==> config.mk <==
export PLATFORM = sky130hd
export DESIGN_NAME = pipeline_reg
export DESIGN_NICKNAME = d
export VERILOG_FILES = /design/src/rtl/pipeline_pkg.sv /design/src/rtl/pipeline_stage.sv /design/src/rtl/pipeline_reg.sv
export SDC_FILE = /design/constraint.sdc
export NUM_CORES = 1
export LEC_CHECK = 0
export CAP_MARGIN = 10
export CELL_PAD_IN_SITES_DETAIL_PLACEMENT = 1
export CELL_PAD_IN_SITES_GLOBAL_PLACEMENT = 1
export CORE_MARGIN = 4
export CORE_UTILIZATION = 33
export CTS_CLUSTER_SIZE = 16
export DETAILED_ROUTE_END_ITERATION = 8
export GPL_ROUTABILITY_DRIVEN = 0
export PLACE_DENSITY_LB_ADDON = 0.1
export SYNTH_ARGS = -nofsm -noshare
export SYNTH_HDL_FRONTEND = slang
export SYNTH_SLANG_ARGS = --single-unit
==> constraint.sdc <==
create_clock -name clk -period 1.3 [get_ports clk]
set_input_delay 0.195 -clock clk [delete_from_list [all_inputs] [get_ports clk]]
set_output_delay 0.195 -clock clk [all_outputs]
set_load 0.01 [all_outputs]
==> src/rtl/pipeline_pkg.sv <==
// ---------------------------------------------------------------------------
// pipeline_pkg
// Shared constants and helpers for the elastic pipeline register.
//   DEF_WIDTH  : default data width of a pipeline stage
//   DEF_DEPTH  : default number of stages
//   cnt_width(): number of bits needed to hold an occupancy of 0..depth
// ---------------------------------------------------------------------------
package pipeline_pkg;

    localparam int DEF_WIDTH = 8;
    localparam int DEF_DEPTH = 2;

    // Occupancy counter width: must represent every value from 0 to depth.
    function automatic int cnt_width(input int depth);
        return $clog2(depth + 1);
    endfunction

endpackage

==> src/rtl/pipeline_stage.sv <==
// ---------------------------------------------------------------------------
// pipeline_stage
// One slot of the elastic pipeline: a data register plus its valid bit.
// Ports:
//   clk, rst_n            : clock, asynchronous active-low reset
//   clear                 : synchronous flush (empties slot, data -> RESET_VAL)
//   up_valid/up_ready/up_data : handshake toward the producer side
//   dn_valid/dn_ready/dn_data : handshake toward the consumer side
// dn_valid and dn_data come straight from the slot registers.
// ---------------------------------------------------------------------------
module pipeline_stage
    import pipeline_pkg::*;
#(
    parameter int               WIDTH     = DEF_WIDTH,
    parameter logic [WIDTH-1:0] RESET_VAL = '0
) (
    input  logic             clk,
    input  logic             rst_n,
    input  logic             clear,
    input  logic             up_valid,
    output logic             up_ready,
    input  logic [WIDTH-1:0] up_data,
    output logic             dn_valid,
    input  logic             dn_ready,
    output logic [WIDTH-1:0] dn_data
);

    logic             vld_q;
    logic             vld_d;
    logic [WIDTH-1:0] data_q;
    logic [WIDTH-1:0] data_d;

    // The slot can take a word when empty, or when its word leaves this cycle.
    assign up_ready = !clear && (!vld_q || dn_ready);
    assign dn_valid = vld_q;
    assign dn_data  = data_q;

    // Next-state for the slot: flush beats load, load beats drain.
    always_comb begin
        vld_d  = vld_q;
        data_d = data_q;
        if (clear) begin
            vld_d  = 1'b0;
            data_d = RESET_VAL;
        end else if (up_valid && up_ready) begin
            // Covers both filling an empty slot and refilling a draining one.
            vld_d  = 1'b1;
            data_d = up_data;
        end else if (vld_q && dn_ready) begin
            // Word leaves with nothing behind it; data is left as-is.
            vld_d  = 1'b0;
        end else begin
            vld_d  = vld_q;
        end
    end

    // Slot registers with asynchronous reset.
    always_ff @(posedge clk or negedge rst_n) begin
        if (!rst_n) begin
            vld_q  <= 1'b0;
            data_q <= RESET_VAL;
        end else begin
            vld_q  <= vld_d;
            data_q <= data_d;
        end
    end

endmodule

==> src/rtl/pipeline_reg.sv <==
// ---------------------------------------------------------------------------
// pipeline_reg
// Elastic pipeline register: DEPTH slots of WIDTH bits with valid/ready at
// both ends, bubble collapsing, synchronous flush and occupancy reporting.
// Ports:
//   clk        : clock, rising edge
//   reset      : asynchronous active-low reset
//   clear      : synchronous flush, active-high, overrides all transfers
//   in_valid/in_ready/in_data    : producer handshake
//   out_valid/out_ready/out_data : consumer handshake (out_data = last slot)
//   count      : registered number of occupied slots (0..DEPTH)
// ---------------------------------------------------------------------------
module pipeline_reg
    import pipeline_pkg::*;
#(
    parameter int               WIDTH     = DEF_WIDTH,
    parameter int               DEPTH     = DEF_DEPTH,
    parameter logic [WIDTH-1:0] RESET_VAL = '0
) (
    input  logic                          clk,
    input  logic                          reset,
    input  logic                          clear,
    input  logic                          in_valid,
    output logic                          in_ready,
    input  logic [WIDTH-1:0]              in_data,
    output logic                          out_valid,
    input  logic                          out_ready,
    output logic [WIDTH-1:0]              out_data,
    output logic [cnt_width(DEPTH)-1:0]   count
);

    localparam int            CW      = cnt_width(DEPTH);
    localparam logic [CW-1:0] CNT_ONE = CW'(1'b1);

    // Per-slot interconnect, index 0 = input side, DEPTH-1 = output side.
    logic             vld_s     [DEPTH];
    logic [WIDTH-1:0] data_s    [DEPTH];
    logic             up_vld_s  [DEPTH];
    logic [WIDTH-1:0] up_dat_s  [DEPTH];
    logic             stg_rdy_s [DEPTH];
    logic             dn_rdy_s  [DEPTH];

    logic             in_xfer_s;
    logic             out_xfer_s;
    logic [CW-1:0]    count_q;
    logic [CW-1:0]    count_d;

    // Downstream-ready for every slot, derived only from the valid registers,
    // out_ready and clear. A slot is blocked exactly when it and every slot
    // after it are full and the consumer is stalled. Building the chain here
    // from register outputs keeps the instances free of a combinational
    // dependency through a shared net.
    always_comb begin : ready_chain
        logic chain_s;
        chain_s = out_ready;
        for (int i = DEPTH - 1; i >= 0; i--) begin
            dn_rdy_s[i] = chain_s;
            chain_s     = !clear && (!vld_s[i] || chain_s);
        end
    end

    for (genvar i = 0; i < DEPTH; i++) begin : g_stage
        if (i == 0) begin : g_head
            assign up_vld_s[i] = in_valid;
            assign up_dat_s[i] = in_data;
        end else begin : g_body
            assign up_vld_s[i] = vld_s[i-1];
            assign up_dat_s[i] = data_s[i-1];
        end

        pipeline_stage #(
            .WIDTH     (WIDTH),
            .RESET_VAL (RESET_VAL)
        ) u_stage (
            .clk      (clk),
            .rst_n    (reset),
            .clear    (clear),
            .up_valid (up_vld_s[i]),
            .up_ready (stg_rdy_s[i]),
            .up_data  (up_dat_s[i]),
            .dn_valid (vld_s[i]),
            .dn_ready (dn_rdy_s[i]),
            .dn_data  (data_s[i])
        );
    end

    // Output is masked during a flush so no word is consumed that cycle.
    assign in_ready  = stg_rdy_s[0];
    assign out_valid = vld_s[DEPTH-1] && !clear;
    assign out_data  = data_s[DEPTH-1];

    assign in_xfer_s  = in_valid && in_ready;
    assign out_xfer_s = out_valid && out_ready;

    // Occupancy next-state: flush wins, simultaneous in/out leaves it unchanged.
    always_comb begin
        count_d = count_q;
        if (clear) begin
            count_d = {CW{1'b0}};
        end else begin
            case ({in_xfer_s, out_xfer_s})
                2'b10:   count_d = count_q + CNT_ONE;
                2'b01:   count_d = count_q - CNT_ONE;
                default: count_d = count_q;
            endcase
        end
    end

    // Occupancy register with asynchronous reset.
    always_ff @(posedge clk or negedge reset) begin
        if (!reset) begin
            count_q <= {CW{1'b0}};
        end else begin
            count_q <= count_d;
        end
    end

    assign count = count_q;

endmodule

==> results.ini, run 1 <==
[run_status]
status = finished, violations left
violations = setup timing

[timing]
hold_violations = 0
max_freq_ghz = 0.6830
grt_setup_unrepaired = yes
period_share_pct = 112.6
slew_headroom_pct = 67.42
timing.final.ws_setup_ns = -0.1642
setup_viol = 19
fin_skew_ns = 0.001197
period_needed_ns = 1.464
report.final.slew_viol_count = 0
worst_slew_pin_slew_ns = 0.4886

[critical_path]
start_kind = register
rrSetupSlack_ns = -0.16
r2r_start = g_stage[1].u_stage.dn_valid
reg2reg_to = count[0]
crit_path_max_fanout = 5
critPathKind = register to register
worstPathArrival_ns = 1.70
r2r_cells = 4
cp.required_ns = 1.54
end_kind = register

[power]
swShare_pct = 22.06
power_mw = 1.418
irDropWorstVdd_v = 0.0004768
p_sw_mw = 0.3129
intPower_mw = 1.105
power_density_nw_per_um2 = 992.4
p_seq_share_pct = 47.4
combPwrFrac_pct = 16.4
power_leakage_nw = 0.7128
clkPwrFrac_pct = 36.2

[synth]
synth_warnings = 0
yosysSeqAreaShare_pct = 49.63
netlist_area_um2 = 1008
syn-instance-count = 87
syn_area_per_cell_um2 = 11.59
yosysUniqueCellTypes = 21
synth-seq-cells = 20
synth.net_count = 100

[place]
place_inst = 145
port_buffers = 24
dpl_cell_area_um2 = 1323

[final_layout]
multiInputGateArea_um2 = 462.9
fin_nets = 135
seq_area_um2 = 500.5
area_growth_pct = 41.69
mostFrequentLayoutCells = 20 x dfrtp_1, 18 x nor2b_1, 15 x mux2_2
fillers = 291
drive_gt1_share_pct = 38.02
design_area_um2 = 1429
diodes = 0
stdcell_count = 152
mostFrequentLayoutCell = dfrtp_1

[routing]
drt-wirelength-per-cell_um = 14.66
route.detailed.drc = 0
vias = 724
detail-route-antenna-nets = 0
wl_um = 2229
drt_first_pass_iters = 3
drt-initial-drc-count = 3
vias_per_cell = 4.763

[global_route]
track_usage_pct = 11.64
grt-ovfl-total = 0
grt_pass1_wl_um = 3608
antenna_found_initial = 0
grt_max_degree = 21
grt_pass1_vias = 762

[clock_network]
clock_path_buffers = 2
cts.clk_slew.worst_paths_ns = 0.12
clockRootBuffer = clkbuf_4
cts-htree-levels = 1
cts_made_buffers = 3
clk_latency_ns = 0.30
cts.sinks = 20
cts_tree = built

[floorplan]
die_h_um = 63.28
num_rows = 19
core_area_um2 = 2829
ios = 25
die_w_um = 63.28
die-area_um2 = 4004
start_util_pct = 35.65

[job]
cap_violations = 0

[hold_path]
hold_path.class = primary input to async pin

==> registers in the layout (all words and copies together), names as in the netlist <==
name                      cells
count                         2
g_stage.u_stage.dn_data      16
g_stage.u_stage.dn_valid      2
==> critical path, stage by stage, from the launching register on <==
cell and delay (ns):
dfrtp_1 0.42, buf_6 0.13, and3b_4 0.20, or4_4 0.54, a21oi_2 0.12
==> what timing repair did <==
action                     4_1_cts  5_1_grt
pin swaps                        1        2
resized for setup               25        7
buffers inserted                 3        1
setup endpoints to repair       29       19
hold buffers                     0        0
==> power by group through the flow <==
| stage | Clock [mW] | Combinational [mW] | Sequential, mW |
|---|---|---|---|
| floorplan | 0 | 0.101 | 0.684 |
| global placement | 0 | 0.218 | 0.683 |
| detailed placement | 0 | 0.222 | 0.685 |
| CTS | 0.538 | 0.224 | 0.672 |
| global route | 0.559 | 0.253 | 0.677 |
| finish | 0.513 | 0.233 | 0.672 |
==> per-layer routing <==
layer  global-route usage, %  routed length (um)
met1                   14.59                1002
met2                   18.58                1086
met3                   3.020                 102
met4                   5.660                  38
met5                       0                   0
==> cell usage after synthesis <==
cell	count	share of area (%)
o22ai_1	1	0.62
nor2_1	4	1.5
nand3b_1	2	1.5
a22oi_1	1	0.74
and3b_2	1	0.99
buf_6	1	1.1
nand2b_1	2	1.2
and3b_1	1	0.87
a21boi_0	1	0.74
clkbuf_1	1	0.37
and3b_4	1	1.2
nand3_1	1	0.50
or4_1	1	0.74
o21ai_0	2	0.99
buf_4	8	6.0
nor2b_1	18	11
dfrtp_1	20	50
nand2_1	1	0.37
inv_1	1	0.37
a21oi_1	3	1.5
mux2_2	16	18
==> area by class of cell <==
cell class,instances,area share (%)
clock buffer,3,1.576
clock inverter,1,2.102
inverter,1,0.2627
multi-input combinational,56,32.40
sequential,20,35.03
tap,31,2.715
timing repair buffer,40,25.92
==> through the flow <==
step           hold slack, ns  util, %  setup TNS, ns  setup WS [ns]
6_report               0.2162    50.51        -0.7687        -0.1642
3_3_place_gp           0.4784    46.75         -7.537        -0.4590
2_1_floorplan         -0.1006        -              0        0.01152
3_5_place_dp           0.4851    46.75         -7.598        -0.5248
5_1_grt                0.2395    50.51         -1.462        -0.1885
4_1_cts                0.2148    49.23        -0.3717        -0.1587
==> cells by family (layout without fill, tap and decap cells) <==
group | after synthesis | count (layout) | synth area share [%]
AND/OR/NAND/NOR | 32 | 32 | 20.10
flip-flops | 20 | 20 | 49.63
multiplexers | 16 | 16 | 17.87
buffers and inverters | 11 | 45 | 7.816
AO/OA/AOI/OAI | 8 | 8 | 4.591
==> worst max path at each step <==
stage                           startpoint        to  depth (start not counted)
6_report       g_stage[1].u_stage.dn_valid  count[0]                          4
5_1_grt        g_stage[1].u_stage.dn_valid  in_ready                          4
4_1_cts        g_stage[1].u_stage.dn_valid  count[0]                          4
3_5_place_dp                         clear  count[0]                          4
3_3_place_gp                         clear  count[0]                          4
2_1_floorplan  g_stage[1].u_stage.dn_valid  count[0]                          3
(Power assumes the default switching activity.)
==> inputs of run 2 (changes only) <==
Settings changed: CTS_CLUSTER_SIZE 16 to default.
==> results of run 2 <==
Same layout as run 1: the final DEF is identical, and so are final timing and power.
